[src/rtl/seg7_scan4.sv]
// seg7_scan4: 4-digit multiplexed 7-segment driver with dead-time between digit slots.
// Optional SEG7_LEADING_ZERO_BLANK_EN blanks leading zero digits 3..1.
module seg7_scan4 #(
  parameter int PRESCALE_W = 17,
  parameter int DEAD_CYC   = 4
) (
  input  logic        clk,
  input  logic        clr_n,
  input  logic [15:0] data,
  input  logic [3:0]  dp_in,
  input  logic [3:0]  blank,
  input  logic        load,
  output logic [6:0]  g_to_a,
  output logic [3:0]  an,
  output logic        dp,
  output logic [1:0]  digit_sel
);
  typedef enum logic {DEAD, ON} state_t;
  localparam logic [6:0] SEG_LUT [16] = '{
    7'h40, 7'h79, 7'h24, 7'h30, 7'h19, 7'h12, 7'h02, 7'h78,
    7'h00, 7'h10, 7'h08, 7'h03, 7'h46, 7'h21, 7'h06, 7'h0E
  };
  state_t state, state_nx;
  logic [PRESCALE_W-1:0] cnt, dead_cnt, dead_nx;
  logic [1:0]  idx, idx_nx;
  logic [15:0] data_hold;
  logic [3:0]  dp_hold, blank_hold, blank_eff, nib, an_nx;
  logic [6:0]  seg_nx;
  logic        tick, lit, dp_nx;
  assign tick      = &cnt;
  assign nib       = data_hold[{idx, 2'b00} +: 4];
  assign digit_sel = idx;
`ifdef SEG7_LEADING_ZERO_BLANK_EN
  logic [3:0] lz;
  assign lz[3] = data_hold[15:12] == 4'h0;
  assign lz[2] = lz[3] && data_hold[11:8] == 4'h0;
  assign lz[1] = lz[2] && data_hold[7:4] == 4'h0;
  assign lz[0] = 1'b0;
  assign blank_eff = blank_hold | lz;
`else
  assign blank_eff = blank_hold;
`endif
  always_comb begin
    state_nx = tick ? DEAD
             : (state == DEAD && dead_cnt == PRESCALE_W'(DEAD_CYC - 1)) ? ON : state;
    dead_nx  = tick ? '0 : state == DEAD ? dead_cnt + 1'b1 : dead_cnt;
    idx_nx   = tick ? idx + 2'd1 : idx;
    lit      = state == ON && !blank_eff[idx];
    an_nx    = lit ? ~(4'b0001 << idx) : 4'hF;
    seg_nx   = lit ? SEG_LUT[nib] : 7'h7F;
    dp_nx    = lit ? ~dp_hold[idx] : 1'b1;
  end
  always_ff @(posedge clk) begin
    if (!clr_n) begin
      cnt        <= '0;
      idx        <= '0;
      state      <= DEAD;
      dead_cnt   <= '0;
      data_hold  <= '0;
      dp_hold    <= '0;
      blank_hold <= '0;
      an         <= 4'hF;
      g_to_a     <= 7'h7F;
      dp         <= 1'b1;
    end else begin
      cnt      <= cnt + 1'b1;
      idx      <= idx_nx;
      state    <= state_nx;
      dead_cnt <= dead_nx;
      an       <= an_nx;
      g_to_a   <= seg_nx;
      dp       <= dp_nx;
      if (load) begin
        data_hold  <= data;
        dp_hold    <= dp_in;
        blank_hold <= blank;
      end
    end
  end
endmodule

[config.mk]
export PLATFORM = sky130hd
export DESIGN_NAME = seg7_scan4
export DESIGN_NICKNAME = d
export VERILOG_FILES = /design/src/rtl/seg7_scan4.sv
export SDC_FILE = /design/constraint.sdc
export NUM_CORES = 1
export LEC_CHECK = 0
export CAP_MARGIN = 20
export CORE_ASPECT_RATIO = 1.1
export CORE_UTILIZATION = 57
export CTS_BUF_LIST = sky130_fd_sc_hd__clkbuf_8
export DETAILED_ROUTE_END_ITERATION = 8
export PLACE_DENSITY = 0.8
export SETUP_SLACK_MARGIN = 0.5
export SYNTH_ARGS = -nofsm -noshare
export SYNTH_HDL_FRONTEND = slang
export SYNTH_SLANG_ARGS = --single-unit
export TNS_END_PERCENT = 5
[constraint.sdc]
create_clock -name clk -period 2.3 [get_ports clk]
set_input_delay 0.345 -clock clk [delete_from_list [all_inputs] [get_ports clk]]
set_output_delay 0.345 -clock clk [all_outputs]
set_load 0.02 [all_outputs]
==> results of run 1 <==
[layer usage]
metal | GRT usage (%) | vias up | part of all wire [%]
li1 | - | 1224 | -
met1 | 28.32 | 1129 | 47
met2 | 37.31 | 38 | 49
met3 | 4.391 | 14 | 2.4
met4 | 12.12 | 0 | 2.5
met5 | 0 | - | 0
[worst paths after layout]
check | from | endpoint | slack (ns)
worst max-delay path | digit_sel[1] | g_to_a[0] | 0.48
worst min-delay path | cnt[0] | cnt[0] | 0.48
worst max register to register | digit_sel[1] | g_to_a[0] | 0.48
worst min register to register | cnt[0] | cnt[0] | 0.48
[kinds of logic (layout without fill, tap and decap cells)]
kind of cell	Yosys count	count (layout)	share of synthesized area, %
xor+xnor	23	23	6.304
mux	33	33	13.04
buf+inv	28	79	4.072
flops	73	73	45.73
fa+ha+maj	14	14	5.482
compound gates	29	29	5.716
simple gates	126	126	19.66
[worst max-delay path: cells and delay by family (launching register included)]
| kind | cells | cell delay (ns) |
|---|---|---|
| simple gates | 1 | 0.32 |
| flops | 1 | 0.50 |
| mux | 1 | 0.70 |
| compound gates | 2 | 0.20 |
[cells in the final DEF (no fill, tap or decap), types with 9 or more instances in the layout]
cell	instances
dfxtp_1	69
mux2i_1	27
inv_1	11
nand3_1	12
clkdlybuf4s50_1	39
nand4_1	9
ha_1	11
nand2_1	16
xor2_1	18
nor2_1	53
clkbuf_8	10
buf_4	12
a21oi_1	10
[layout make-up]
cell class | count | area share (%)
Multi-Input combinational cell | 225 | 41.40
Sequential cell | 73 | 37.39
Timing Repair Buffer | 53 | 13.06
Clock buffer | 10 | 3.503
Tap cell | 75 | 2.389
Clock inverter | 6 | 1.306
Inverter | 10 | 0.9554
[registers in the layout, summed over array words and instances, names as in the netlist]
signal and flops:
digit_sel 2, dp_hold 4, state 1, data_hold 16
g_to_a 7, blank_eff 4, dead_cnt 17, an 4
dp 1, cnt 17
[what timing repair did]
action / 4_1_cts / 5_1_grt
endpoints found under the hold margin: 0 / 0
endpoints found under the setup margin: 26 / 26
gates resized for setup: 3 / 7
buffers inserted: 6 / 1
pin swaps: 1 / 2
[power by group through the flow]
stage / registers, mW / logic [mW] / clock network (mW)
finish: 1.34 / 0.246 / 0.968
global route: 1.35 / 0.276 / 1.02
CTS: 1.34 / 0.247 / 0.979
detailed placement: 1.37 / 0.243 / 0
global placement: 1.37 / 0.235 / 0
floorplan: 1.37 / 0.151 / 0
==> qor.yml, run 1 <==
status: "finished clean"
hold_buffers: 0
root_buffer: "clkbuf_8"
setup_tns_ns: 0
grt.total_usage_pct: 22.85
power.total_mw: 2.559
ctsHtreeMaxLevel: 3
clk_latency_ns: 0.34
ys_seq_area_share_pct: 45.73
ir_drop_uv: 519.9
io_buffers: 40
grt_pass1_vias: 2300
crit_type: "flop to flop"
p_sw_share_pct: 23.38
synthCells: 326
viasPerCell: 5.321
period_needed_ns: 1.822
cts-buffers-inserted: 9
crit_chain: "mux4_2, or2_4, a21oi_1, o21ai_1"
whs_ns: 0.4847
vias: 2405
ys_warn_count: 0
worstPathArrival_ns: 2.05
hold_violations: 0
pre_cts_ws_ns: 0.3465
placed_cells_incl_taps: 429
setup_slack_ns: 0.4779
grt_max_degree: 25
synthTopCellsByCount: "dfxtp_1, nor2_1, mux2i_1"
start_kind: "flop"
dieArea_mm2: 0.005910
drcViolationCount: 0
hold_path_class: "flop to flop"
gp_congestion: 0.8233
yosys.area.top_type_share_pct: 45.73
synth_flop_cell: "dfxtp_1"
synth_area_per_cell_um2: 9.802
ys_types: 42
cts_buffer_depth: 2
finalWirelength_um: 5980
fin_nets: 413
async_flop_share_pct: 0
drv_slew: 0
dr.pass1.iters: 4
switching_power_mw: 0.5983
path_max_fanout: 13
fin_util_pct: 72.82
grt_pass1_wl_um: 10190
pin_count: 41
fin_area_mm2: 0.003929
die_w_um: 73.39
yosysMostFrequentCell: "dfxtp_1"
cp-end-kind: "flop"
cap_violations: 0
timing.final.crit_share_pct: 79.22
cts_num_sinks: 73
diodes: 0
synth_seq_cells: 73
yosys.area.top_type: "dfxtp_1"
path_clk_slew_ns: 0.07
pwr_density_cell_mw_per_mm2: 651.3
die_h_um: 80.53
ff2ff_path_depth: 4
num-fill-cells: 426
synth_area_leaders: "dfxtp_1, mux2i_1, nor2_1"
critPathMaxStageDelay_ns: 0.70
comb_power_share_pct: 9.6
internal_power_mw: 1.960
p_seq_share_pct: 52.5
dpl_cell_area_mm2: 0.003665
stdcell_count: 452
regArea_mm2: 0.001469
wl_per_cell_um: 13.23
crit_required_ns: 2.53
drt_iter0_markers: 102
worst_pin_slew_ns: 0.3844
clock_skew_ns: 0.006701
holdPathStages: 1
antenna_found_initial: 0
setup-violations-final: 0
synth_edf_count: 0
areaGrowthSynthToFinish_pct: 22.94
synth_fp_nets: 367
start_util_pct: 59.23
grt_overflow: 0
crit_slowest_cell: "mux4_2"
rows: 28
pwr-share-clk_pct: 37.8
grt_setup_unrepaired: "yes"
relSlewSlack_pct: 74.37
p_leak_nw: 1.579
fmax_mhz: 548.8
ant_nets: 0
hpwlAfterDp_um: 4111
tritoncts: "built"
drive_gt1_share_pct: 12.20
syn_area_mm2: 0.003196
coreArea_mm2: 0.005395
multi_input_area_mm2: 0.001627
(Power assumes the default switching activity.)
==> run 2: changes to the inputs <==
clock period = 1.9 ns   (was 2.3 ns; I/O delays follow)
==> run 2 against run 1 <==
Combinational power rose by 28%. Non-clock buffer count rose by 8. Core utilization rose by 0.39 points. Clock power fell by 2%. Global-route usage fell by 0.18 points. Total power rose by 13%. Sequential share of layout area fell by 0.23 points. Cell count rose by 1.3%. Critical path depth fell by 2. Setup slack got worse by 0.32 ns. Count of clock-buffer cells in the layout fell by 1. Largest cell class unchanged.
==> qor.yml, run 2 (same netlist as run 1, synthesis figures left out) <==
vias: 2429  # +1.0%
worstPathArrival_ns: 1.46  # -0.59 ns
drive_gt1_share_pct: 14.10  # +1.9 points
comb_power_share_pct: 10.9  # +1.3 points
pwr_density_cell_mw_per_mm2: 731.1  # +12%
drt_iter0_markers: 117  # +15%
ir_drop_uv: 713.1  # +37%
die_h_um: 80.53  # unchanged
setup-violations-final: 0  # unchanged
p_sw_share_pct: 23.96  # +0.58 points
gp_congestion: 0.7863  # -4.5%
ant_nets: 0  # unchanged
reg2reg_to: "g_to_a[6]"
fin_nets: 421  # +1.9%
setup_tns_ns: 0  # unchanged
path_clk_slew_ns: 0.07  # about the same
grt_setup_unrepaired: "yes"
diodes: 0  # unchanged
rrSetupSlack_ns: 0.18  # -0.30 ns
fin_area_mm2: 0.003950  # +0.54%
min_to: "cnt[0]"
pin_count: 41  # unchanged
cp-end-kind: "primary output"
dr.pass1.iters: 4  # unchanged
p_seq_share_pct: 56.2  # +3.7 points
hold_violations: 0  # unchanged
wl_per_cell_um: 12.94  # -2.2%
num-fill-cells: 406  # -4.7%
worst_pin_slew_ns: 0.3170  # -0.06743 ns
tritoncts: "built"
drv_slew: 0  # unchanged
grt_pass1_wl_um: 10050  # -1.4%
rows: 28  # unchanged
status: "finished clean"
hold_path_class: "flop to flop"
grt_pass1_vias: 2230  # -3.0%
clk_latency_ns: 0.35  # about the same
crit_type: "flop to primary output"
timing.final.crit_share_pct: 91.68
pwr-share-clk_pct: 32.9  # -4.9 points
cap_violations: 0  # unchanged
internal_power_mw: 2.196  # +12%
coreArea_mm2: 0.005395  # unchanged
finalWirelength_um: 5928  # -0.87%
ff2ff_path_depth: 5  # +1
start_kind: "flop"
hold_start: "cnt[0]"
crit_required_ns: 1.62  # -0.91 ns
cts_num_sinks: 73  # unchanged
drcViolationCount: 0  # unchanged
ctsHtreeMaxLevel: 3  # unchanged
hold_buffers: 0  # unchanged
reg_top3: "cnt x17, dead_cnt x17, data_hold x16"
cts_buffer_depth: 2  # unchanged
path_max_fanout: 4  # -9
grt_overflow: 0  # unchanged
die_w_um: 73.39  # unchanged
dpl_cell_area_mm2: 0.003727  # +1.7%
viasPerCell: 5.303  # -0.33%
holdPathStages: 1  # unchanged
io_buffers: 40  # unchanged
start_util_pct: 59.23  # unchanged
relSlewSlack_pct: 78.67  # +4.3 points
final_cell_mix: "dfxtp_1, nor2_1, clkdlybuf4s50_1"
p_leak_nw: 1.588  # +0.54%
clock_skew_ns: 0.008338  # +0.001637 ns
antenna_found_initial: 0  # unchanged
areaGrowthSynthToFinish_pct: 23.61
root_buffer: "clkbuf_8"
r2r-start: "digit_sel[0]"
switching_power_mw: 0.6920  # +16%
dieArea_mm2: 0.005910  # unchanged
final_common_cell: "dfxtp_1"
grt.total_usage_pct: 22.67  # -0.18 points
hpwlAfterDp_um: 4134  # +0.55%
cts-buffers-inserted: 9  # unchanged
grt_max_degree: 31  # +24%
period_needed_ns: 1.742
fmax_mhz: 574.1
## run 2: cell type report
| type | instances | area (µm²) | area share [%] |
|---|---|---|---|
| flip-flops and latches | 73 | 1468 | 37.16 |
| repair buffers | 61 | 581.8 | 14.73 |
| inverters | 10 | 37.54 | 0.9503 |
| clock inverters | 5 | 20.02 | 0.5068 |
| multi-input cells | 225 | 1625 | 41.15 |
| well taps | 75 | 93.84 | 2.376 |
| clock buffers | 9 | 123.9 | 3.136 |
## run 2: stage by stage
stage | cells | hold WS (ns) | total power, mW | worst slack, ns | util, %
global route | 458 | 0.4690 | 3.027 | 0.08032 | 73.21
floorplan | 326 | 0.4067 | 1.842 | 0.07632 | -
detailed placement | 436 | 0.4307 | 1.962 | 0.1113 | 69.09
finish | 458 | 0.4379 | 2.888 | 0.1581 | 73.21
global placement | 436 | 0.4274 | 1.953 | 0.1434 | 69.09
CTS | 455 | 0.4412 | 2.923 | 0.1640 | 72.77
## run 2: worst max path at each step
stage,from,endpoint,slack [ns],cells after the start
after floorplan,digit_sel[0],g_to_a[6],0.08,6
after global placement,digit_sel[0],g_to_a[1],0.14,5
after detailed placement,digit_sel[0],g_to_a[4],0.11,5
after CTS,digit_sel[0],g_to_a[6],0.16,5
after global routing,digit_sel[0],g_to_a[1],0.08,5
final,digit_sel[0],digit_sel[0],0.16,2
## run 2: power groups by stage
stage	Sequential [mW]	Clock [mW]	Combinational [mW]
2_1_floorplan	1.66	0	0.186
3_3_place_gp	1.65	0	0.299
3_5_place_dp	1.66	0	0.306
4_1_cts	1.62	0.989	0.313
5_1_grt	1.63	1.05	0.350
6_report	1.62	0.950	0.315
## run 2: timing repair
item / CTS / global route
pin swaps: 1 / 1
setup endpoints to repair: 50 / 50
resized for setup: 5 / 1
setup buffers: 5 / 3
## run 2: routing by layer
| layer | wire length [µm] | vias up | track usage, % |
|---|---|---|---|
| li1 | - | 1235 | - |
| met1 | 2750 | 1125 | 28.20 |
| met2 | 2818 | 58 | 36.11 |
| met3 | 228 | 11 | 6.023 |
| met4 | 131 | 0 | 10.96 |
| met5 | 0 | - | 0 |
## run 2: critical path, cell delays in order, from the launching register on
cell and delay (ns):
dfxtp_4 0.38, buf_4 0.12, clkdlybuf4s50_1 0.61
==> run 3: changes to the inputs <==
--- a/constraint.sdc
+++ b/constraint.sdc
@@ -3,2 +3,2 @@
 set_output_delay 0.285 -clock clk [all_outputs]
-set_load 0.02 [all_outputs]
+set_load 0.01 [all_outputs]
==> run 3 against run 2 <==
Clock power is 22% higher. Sequential share of layout area shrank 0.71 points. Core utilization increased by 1.4 points. Fmax shrank 0.12%. Via count increased by 1.3%. Flip-flop and latch count unchanged. Setup slack worse by 0.0022 ns. Worst hold slack improved by 0.013 ns. Critical endpoint is now g_to_a[6]. Largest cell class unchanged.
==> qor.yml, run 3 (same netlist as run 1, synthesis figures left out) <==
areaGrowthSynthToFinish_pct: 25.92
cp-end-kind: "flop"
hold_path_class: "flop to flop"
fin_nets: 421  # unchanged
vias: 2460  # +1.3%
cts-buffers-inserted: 9  # unchanged
period_needed_ns: 1.744  # +0.002153 ns
crit_family: "multiplexers"
clk_latency_ns: 0.35  # about the same
grt_overflow: 0  # unchanged
relSlewSlack_pct: 79.28  # +0.60 points
critical_path_buf_inv_count: 0  # -2
cts_buffer_depth: 2  # unchanged
comb_power_share_pct: 10.3  # -0.6 points
crit_chain: "mux4_2, ha_2, and2b_2, a21oi_2, o221ai_1"
pin_count: 41  # unchanged
crit_type: "flop to flop"
fmax_mhz: 573.4  # -0.12%
crit_slowest_cell: "mux4_2"
timing.final.crit_share_pct: 91.79  # +0.11 points
setup-violations-final: 0  # unchanged
dr.pass1.iters: 4  # unchanged
drv_slew: 0  # unchanged
drive_gt1_share_pct: 15.06  # +0.97 points
worstPathArrival_ns: 1.96  # +0.50 ns
antenna_found_initial: 0  # unchanged
gp_congestion: 0.8257  # +5.0%
ctsHtreeMaxLevel: 3  # unchanged
grt_max_degree: 29  # -6.5%
wl_per_cell_um: 13.54  # +4.6%
crit_required_ns: 2.12  # +0.50 ns
clock_skew_ns: 0.006697  # -0.001641 ns
finalWirelength_um: 6227  # +5.0%
pwr-share-clk_pct: 37.4  # +4.5 points
drt_iter0_markers: 123  # +5.1%
fin_util_pct: 74.58  # +1.4 points
critPathMaxStageDelay_ns: 0.59  # -0.02 ns
final_cell_mix: "dfxtp_1, nor2_1, clkdlybuf4s50_1"
r2r-start: "digit_sel[0]"
pwr_density_cell_mw_per_mm2: 771.9  # +5.6%
grt.total_usage_pct: 23.75  # +1.1 points
path_max_fanout: 6  # +2
final_common_cell: "dfxtp_1"
tritoncts: "built"
holdPathStages: 1  # unchanged
ff2ff_path_depth: 5  # unchanged
path_clk_slew_ns: 0.07  # about the same
reg_top3: "cnt x17, dead_cnt x17, data_hold x16"
die_h_um: 80.53  # unchanged
internal_power_mw: 2.371  # +8.0%
ir_drop_uv: 699.2  # -1.9%
drcViolationCount: 0  # unchanged
root_buffer: "clkbuf_8"
ant_nets: 0  # unchanged
start_util_pct: 59.23  # unchanged
p_leak_nw: 1.613  # +1.6%
setup_tns_ns: 0  # unchanged
viasPerCell: 5.348  # +0.84%
status: "finished clean"
grt_setup_unrepaired: "yes"
hpwlAfterDp_um: 4262  # +3.1%
dieArea_mm2: 0.005910  # unchanged
diodes: 0  # unchanged
rows: 28  # unchanged
switching_power_mw: 0.7347  # +6.2%
p_sw_share_pct: 23.65  # -0.31 points
cts_num_sinks: 73  # unchanged
rrSetupSlack_ns: 0.16  # -0.02 ns
reg2reg_to: "g_to_a[6]"
coreArea_mm2: 0.005395  # unchanged
hold_start: "cnt[0]"
start_kind: "flop"
min_to: "cnt[0]"
worst_pin_slew_ns: 0.3080  # -0.008938 ns
grt_pass1_vias: 2317  # +3.9%
hold_violations: 0  # unchanged
grt_pass1_wl_um: 10670  # +6.3%
cap_violations: 0  # unchanged
io_buffers: 40  # unchanged
die_w_um: 73.39  # unchanged
p_seq_share_pct: 52.3  # -3.9 points
[run 3: power groups by stage]
stage / logic [mW] / registers [mW] / clock network, mW
finish: 0.320 / 1.62 / 1.16
global placement: 0.298 / 1.66 / 0
detailed placement: 0.307 / 1.66 / 0
global route: 0.352 / 1.63 / 1.26
CTS: 0.312 / 1.62 / 1.18
floorplan: 0.187 / 1.65 / 0
[run 3: layer usage]
metal	share of wire [%]	track usage, %
met1	47	31.17
met2	47	37.41
met3	4.8	6.524
met4	1.5	8.269
met5	0	0
[run 3: worst reg2reg max path: cells and delay by family (launching register included)]
kind | cells | cell delay (ns)
AO/OA/AOI/OAI | 2 | 0.21
adder cells (fa/ha/maj) | 1 | 0.22
AND/OR/NAND/NOR | 1 | 0.21
flip-flops | 1 | 0.38
multiplexers | 1 | 0.59
[run 3: worst max path at each step]
stage                 start      endpoint  cells past startpoint  slack (ns)
6_report       digit_sel[0]     g_to_a[6]                      5        0.16
5_1_grt        digit_sel[0]     g_to_a[3]                      5        0.08
4_1_cts        digit_sel[1]     g_to_a[6]                      6        0.16
3_5_place_dp         cnt[6]         state                      7        0.15
3_3_place_gp         cnt[6]  dead_cnt[12]                      7        0.18
2_1_floorplan  digit_sel[0]     g_to_a[6]                      6        0.10
[run 3: area by class of cell]
class	count	area, µm²
clock buffers	13	178.9
clock inverters	3	15.01
fillers	400	1371
inverters	10	37.54
multi-input cells	225	1642
flip-flops and latches	73	1466
well taps	75	93.84
repair buffers	61	590.6
[run 3: through the flow]
| stage | hold slack [ns] | std cells | cell area (µm²) | power, mW | setup WS [ns] |
|---|---|---|---|---|---|
| 2_1_floorplan | 0.4067 | 326 | 3246 | 1.837 | 0.1048 |
| 3_3_place_gp | 0.4237 | 437 | 3754 | 1.955 | 0.1819 |
| 3_5_place_dp | 0.4356 | 437 | 3754 | 1.965 | 0.1482 |
| 4_1_cts | 0.4507 | 457 | 3985 | 3.116 | 0.1622 |
| 5_1_grt | 0.4726 | 460 | 4024 | 3.238 | 0.08232 |
| 6_report | 0.4510 | 460 | 4024 | 3.106 | 0.1560 |
[run 3: repair_timing]
action,4_1_cts,5_1_grt
hold buffers,0,0
buffers inserted,4,3
resized for setup,9,4
pin swaps,1,1
setup endpoints to repair,50,50
